**config.mk**
```make
export PLATFORM = sky130hd
export DESIGN_NAME = pipe_hazard_ctrl
export DESIGN_NICKNAME = d
export VERILOG_FILES = /design/src/rtl/pipe_hazard_ctrl.sv
export SDC_FILE = /design/constraint.sdc
export NUM_CORES = 1
export LEC_CHECK = 0
export ABC_AREA = 1
export BUFFER_PORTS_ARGS = -buffer_cell sky130_fd_sc_hd__clkbuf_2
export CAP_MARGIN = 20
export CORE_MARGIN = 2
export CORE_UTILIZATION = 40
export CTS_BUF_LIST = sky130_fd_sc_hd__clkbuf_2
export CTS_CLUSTER_DIAMETER = 40
export DETAILED_ROUTE_END_ITERATION = 16
export GPL_TIMING_DRIVEN = 0
export PLACE_DENSITY = 0.88
export SETUP_SLACK_MARGIN = 0.3
export SLEW_MARGIN = 20
export SYNTH_ARGS = -nofsm -noshare
export SYNTH_HDL_FRONTEND = slang
export SYNTH_SLANG_ARGS = --single-unit
```
**constraint.sdc**
```tcl
create_clock -name clk -period 1.81 [get_ports clk]
set_input_delay 0.181 -clock clk [delete_from_list [all_inputs] [get_ports clk]]
set_output_delay 0.181 -clock clk [all_outputs]
set_load 0.01 [all_outputs]
```
**src/rtl/pipe_hazard_ctrl.sv**
```systemverilog
// -----------------------------------------------------------------------------
// pipe_hazard_ctrl
// Central hazard and sequencing controller for a 5-stage MIPS pipeline.
// Generates the PC / IF/ID / ID/Ex stall and flush controls from three sources:
//   - load-use hazards between the load in Ex and the instruction in ID,
//   - Ex-stage branch/jump redirects (highest priority),
//   - HI/LO interlock while the multi-cycle multiply/divide unit is busy.
//
// Parameters:
//   MDU_LAT  MDU latency in cycles, counted from the cycle its start is in Ex (1..16)
//   CNT_W    width of the performance counters
//
// Ports:
//   clk, rst          clock, asynchronous active-high reset
//   ID_Rs, ID_Rt      source register fields of the instruction in ID
//   ID_useRs/useRt    ID instruction actually reads rs / rt
//   ID_hilo_use       ID instruction is mult/div/mfhi/mflo/mthi/mtlo
//   Ex_Rt             load destination register in Ex
//   Ex_MemRead        Ex instruction is a load
//   Ex_mdu_start      Ex instruction launches the MDU
//   Ex_redirect       Ex resolved a mispredict or jr/jalr redirect
//   PC_stall          hold PC
//   IFID_stall        hold the IF/ID register
//   IFID_flush        clear the IF/ID register
//   IDEx_Flush        clear ID/Ex (insert a bubble)
//   mdu_busy          MDU sequencer is in BUSY
//   stall_cycles      number of cycles with PC_stall=1 (wraps)
//   flush_events      number of cycles with Ex_redirect=1 (wraps)
//
// Build option:
//   HAZ_PERF_CNT_EN   when defined, the two performance counters are built;
//                     otherwise stall_cycles and flush_events are tied to 0.
//
// The stall/flush controls are deliberately combinational: the pipeline must
// see a hazard in the same cycle it is detected, and they are re-evaluated
// every cycle. They are forced to 0 while rst is high.
// -----------------------------------------------------------------------------
module pipe_hazard_ctrl #(
    parameter int MDU_LAT = 4,
    parameter int CNT_W   = 32
) (
    input  logic             clk,
    input  logic             rst,
    input  logic [4:0]       ID_Rs,
    input  logic [4:0]       ID_Rt,
    input  logic             ID_useRs,
    input  logic             ID_useRt,
    input  logic             ID_hilo_use,
    input  logic [4:0]       Ex_Rt,
    input  logic             Ex_MemRead,
    input  logic             Ex_mdu_start,
    input  logic             Ex_redirect,
    output logic             PC_stall,
    output logic             IFID_stall,
    output logic             IFID_flush,
    output logic             IDEx_Flush,
    output logic             mdu_busy,
    output logic [CNT_W-1:0] stall_cycles,
    output logic [CNT_W-1:0] flush_events
);

    typedef enum logic {
        ST_RUN  = 1'b0,
        ST_BUSY = 1'b1
    } state_t;

    localparam int CW = $clog2(MDU_LAT + 1);
    localparam logic [CW-1:0] CNT_ZERO = CW'(0);
    localparam logic [CW-1:0] CNT_ONE  = CW'(1);
    localparam logic [CW-1:0] CNT_LOAD = CW'(MDU_LAT - 1);

    state_t          r_state;
    state_t          w_state_nxt;
    logic [CW-1:0]   r_cnt;
    logic [CW-1:0]   w_cnt_nxt;
    logic            w_lu;
    logic            w_hl;

    // Hazard detection: register $zero never creates a dependency.
    assign w_lu = Ex_MemRead && (Ex_Rt != 5'd0) &&
                  ((ID_useRs && (ID_Rs == Ex_Rt)) || (ID_useRt && (ID_Rt == Ex_Rt)));

    // A HI/LO op must wait while an MDU op is launching or still in flight.
    assign w_hl = ID_hilo_use && (Ex_mdu_start || (r_state == ST_BUSY));

    assign mdu_busy = (r_state == ST_BUSY);

    // MDU sequencer state and down-counter register.
    always_ff @(posedge clk or posedge rst) begin
        if (rst) begin
            r_state <= ST_RUN;
            r_cnt   <= CNT_ZERO;
        end else begin
            r_state <= w_state_nxt;
            r_cnt   <= w_cnt_nxt;
        end
    end

    // MDU sequencer next-state: a start launched from RUN occupies
    // MDU_LAT-1 further cycles in BUSY; a redirect does not cancel it and a
    // start seen while already BUSY is ignored.
    always_comb begin
        w_state_nxt = r_state;
        w_cnt_nxt   = r_cnt;
        case (r_state)
            ST_RUN: begin
                if (Ex_mdu_start && (MDU_LAT > 1)) begin
                    w_state_nxt = ST_BUSY;
                    w_cnt_nxt   = CNT_LOAD;
                end else begin
                    w_state_nxt = ST_RUN;
                    w_cnt_nxt   = CNT_ZERO;
                end
            end
            ST_BUSY: begin
                if (r_cnt == CNT_ONE) begin
                    w_state_nxt = ST_RUN;
                    w_cnt_nxt   = CNT_ZERO;
                end else begin
                    w_state_nxt = ST_BUSY;
                    w_cnt_nxt   = r_cnt - CNT_ONE;
                end
            end
            default: begin
                w_state_nxt = ST_RUN;
                w_cnt_nxt   = CNT_ZERO;
            end
        endcase
    end

    // Stall/flush priority: redirect discards the ID instruction, so its
    // hazards are irrelevant; otherwise any hazard freezes PC and IF/ID and
    // bubbles ID/Ex.
    always_comb begin
        PC_stall   = 1'b0;
        IFID_stall = 1'b0;
        IFID_flush = 1'b0;
        IDEx_Flush = 1'b0;
        if (rst) begin
            PC_stall   = 1'b0;
            IFID_stall = 1'b0;
            IFID_flush = 1'b0;
            IDEx_Flush = 1'b0;
        end else if (Ex_redirect) begin
            IFID_flush = 1'b1;
            IDEx_Flush = 1'b1;
        end else if (w_lu || w_hl) begin
            PC_stall   = 1'b1;
            IFID_stall = 1'b1;
            IDEx_Flush = 1'b1;
        end else begin
            PC_stall   = 1'b0;
            IFID_stall = 1'b0;
            IFID_flush = 1'b0;
            IDEx_Flush = 1'b0;
        end
    end

`ifdef HAZ_PERF_CNT_EN
    logic [CNT_W-1:0] r_stall_cycles;
    logic [CNT_W-1:0] r_flush_events;

    // Performance counters; both wrap naturally at 2^CNT_W.
    always_ff @(posedge clk or posedge rst) begin
        if (rst) begin
            r_stall_cycles <= {CNT_W{1'b0}};
            r_flush_events <= {CNT_W{1'b0}};
        end else begin
            if (PC_stall) begin
                r_stall_cycles <= r_stall_cycles + CNT_W'(1);
            end
            if (Ex_redirect) begin
                r_flush_events <= r_flush_events + CNT_W'(1);
            end
        end
    end

    assign stall_cycles = r_stall_cycles;
    assign flush_events = r_flush_events;
`else
    assign stall_cycles = {CNT_W{1'b0}};
    assign flush_events = {CNT_W{1'b0}};
`endif

endmodule

```
==> metrics.txt <==
most common cell after layout, fill and taps aside sky130_fd_sc_hd__buf_4; multi-input combinational cell area around 500 µm²; worst-path cell with the longest stage delay sky130_fd_sc_hd__clkbuf_2; post-synthesis sequential area ratio 0.108; RSZ-0062 raised after global routing no; antenna cell count 0; Total Routed Length 1.64 mm; final period utilization 0.744; Worst Hold End mdu_busy; crit path kind input port to primary output; insertion delay to the later sink of the worst-skew pair roughly 200 ps; average detailed-routed wire length per instance 6.08 µm; Mean Syn Cell Area 6.26 µm²; Hold Path Class input port to register; global-route total usage across every layer 0.110; Critical R2R Launch r_cnt[1]; total number of clock tree sinks 4; total iterations of the first detailed-routing run 5; remaining global-route overflow 0; floorplan die height 52.1 µm; initial cell density of the core 0.423; count of maximum capacitance violations 0; number of port buffers 27; final instance count without filler cells 270; share of post-route cells with drive strength above 1 0.426; routability congestion estimate from global placement 0.719; required time of the critical path 1630 ps; cell area power density 466 mW/mm²; category of the worst setup path capture point primary output; final design utilization 0.622; num ports 92; yosys warns 0; H-tree levels 1; area used by sequential logic in the layout 100 µm²; critical path's most frequent cell sky130_fd_sc_hd__nand2_1; fin crit period about 1300 ps; Hold Path Depth 3; area fraction of the dominant cell type after synthesis 0.527; Worst Min Path Start Ex_mdu_start; largest vdd supply drop 0.000560 V; clock transition time at the flip-flop clock pins of the worst setup and hold paths 40 ps; Max Clock Skew between 1 and 1.5 ps; Root Driver sky130_fd_sc_hd__clkbuf_2; Largest stage delay, worst path roughly 120 ps; TritonCTS clock tree yes; series of cell instances along the critical path clkbuf_2 > inv_2 > nand2_2 > nand2_1 > nor2_1 > nand3_1 > nand2_1 > nand2_1 > nand2_1 > nand2_2 > nor2_4 > buf_4 > clkbuf_2; Yosys cell types 15; die outline width between 50 and 60 µm; number of routed nets with antenna violations 0; pin count of the biggest net entering global routing 5; Final setup viols 0; Reg-to-Reg End mdu_busy; library cell occupying the most area in the post-synthesis netlist sky130_fd_sc_hd__buf_4; Synth-to-Final Area Change 47.2%; filler instances approximately 220; via/cell ratio ~3.3; static leakage power 0.999 nW; max frequency 0.743 GHz; final net count 269; number of vias after detailed routing 881; standard-cell rows 17; nature of the critical path startpoint input port; setup TNS 0 ps; placed instance count 266; data arrival time of the critical path 1170 ps; number of hold violations in the final report 0; top post-synthesis cells by area sky130_fd_sc_hd__buf_4 (53%), sky130_fd_sc_hd__nand2_1 (14%), sky130_fd_sc_hd__dfrtp_1 (11%), sky130_fd_sc_hd__inv_1 (6.5%), sky130_fd_sc_hd__nor2_1 (3.6%); detailed placer's ending HPWL between 1.5 and 2 mm; number of standard cells after synthesis 148; drt initial violations 17; vias in the first global route 650; run status completed; max-slew violation count 0; CTS buffer count 3; worst r2r path cells 5; DIE AREA around 0.0027 mm²; number of design rule violations left after detail routing 0; clock tree buffer depth 2; critical path peak fanout 3; Cell Area, Synth 926 µm²; Core Box Area around 0.0022 mm²; reg2reg setup slack around 800 ps; initial antenna violation count 0; commonest non-fill, non-tap cells in the layout sky130_fd_sc_hd__buf_4 (65), sky130_fd_sc_hd__conb_1 (64), sky130_fd_sc_hd__nand2_1 (34); synthesis-stage register bit count 4; global-route wire length before repair 2.30 mm
==> report_power, final <==
group          internal, W  switching (W)
clock            0.0000444      0.0000325
sequential        0.000132      0.0000282
combinational     0.000192       0.000205
total             0.000369       0.000266
==> area by class of cell <==
cell class | instances | area share
timing repair buffer | 28 | 0.107
tap | 28 | 0.0257
inverter | 21 | 0.0579
buffer | 65 | 0.358
multi-input combinational | 121 | 0.367
clock buffer | 3 | 0.0110
sequential | 4 | 0.0735
==> per-stage QoR <==
step / area [µm²] / worst slack, ps / total power [W] / hold slack [ps]
global route: 1360 / 314 / 0.000705 / 267
CTS: 1360 / 406 / 0.000633 / 247
detailed placement: 1330 / 426 / 0.000549 / 48.4
floorplan: 1160 / 694 / 0.000470 / -61.7
global placement: 1330 / 460 / 0.000538 / 47.0
finish: 1360 / 463 / 0.000635 / 264
==> logic make-up (layout without fill, tap and decap cells) <==
kind of cell	Yosys count	in the layout	synth area share
xor gates and xnor gates	1	1	0.00946
buffers and inverters	86	117	0.612
DFF	4	4	0.108
adders and majority gates	2	2	0.0270
AOI/OAI and AO/OA	5	5	0.0270
and+or+nand+nor	49	49	0.212
other	1	64	0.00405
==> flip-flops by register name, summed over array words and instances (netlist names) <==
signal / flops
r_cnt: 3
mdu_busy: 1
==> metal layers <==
metal  global-route usage  share of wire  vias up  wire length, µm
met4               0.0526          0.012        0               19
li1                     -              -      496                -
met2                0.209           0.52       54              849
met3               0.0287           0.15        2              245
met1                0.108           0.32      329              526
met5                    0              0        -                0
==> worst max path at each step <==
stage / slack (ps) / startpoint / depth (start not counted) / endpoint
6_report: 460 / Ex_Rt[3] / 13 / PC_stall
5_1_grt: 310 / Ex_Rt[3] / 13 / PC_stall
4_1_cts: 410 / mdu_busy / 6 / PC_stall
3_5_place_dp: 430 / Ex_Rt[3] / 13 / PC_stall
3_3_place_gp: 460 / Ex_Rt[4] / 13 / PC_stall
2_1_floorplan: 690 / ID_Rs[0] / 11 / PC_stall
==> critical path: cells and delay by family <==
kind	cells	cell delay, ps
buffers and inverters	4	380
AND/OR/NAND/NOR	9	620
==> synthesized netlist by cell type <==
cell type,instances
sky130_fd_sc_hd__o21ai_0,2
sky130_fd_sc_hd__inv_1,16
sky130_fd_sc_hd__ha_1,2
sky130_fd_sc_hd__nand4_1,1
sky130_fd_sc_hd__inv_2,5
sky130_fd_sc_hd__nor2_1,9
sky130_fd_sc_hd__nand2_2,2
sky130_fd_sc_hd__nand2_1,34
sky130_fd_sc_hd__nor2_2,1
sky130_fd_sc_hd__conb_1,1
sky130_fd_sc_hd__xnor2_1,1
sky130_fd_sc_hd__dfrtp_1,4
sky130_fd_sc_hd__o21ai_1,3
sky130_fd_sc_hd__nand3_1,2
sky130_fd_sc_hd__buf_4,65
==> what timing repair did <==
item | CTS | global route
gates resized for setup | 0 | 2
hold endpoints to repair | 4 | 0
setup buffers | 0 | 0
endpoints found under the setup margin | 0 | 1
hold buffers | 1 | 0
Note: power is estimated with default switching activity, not from simulation.
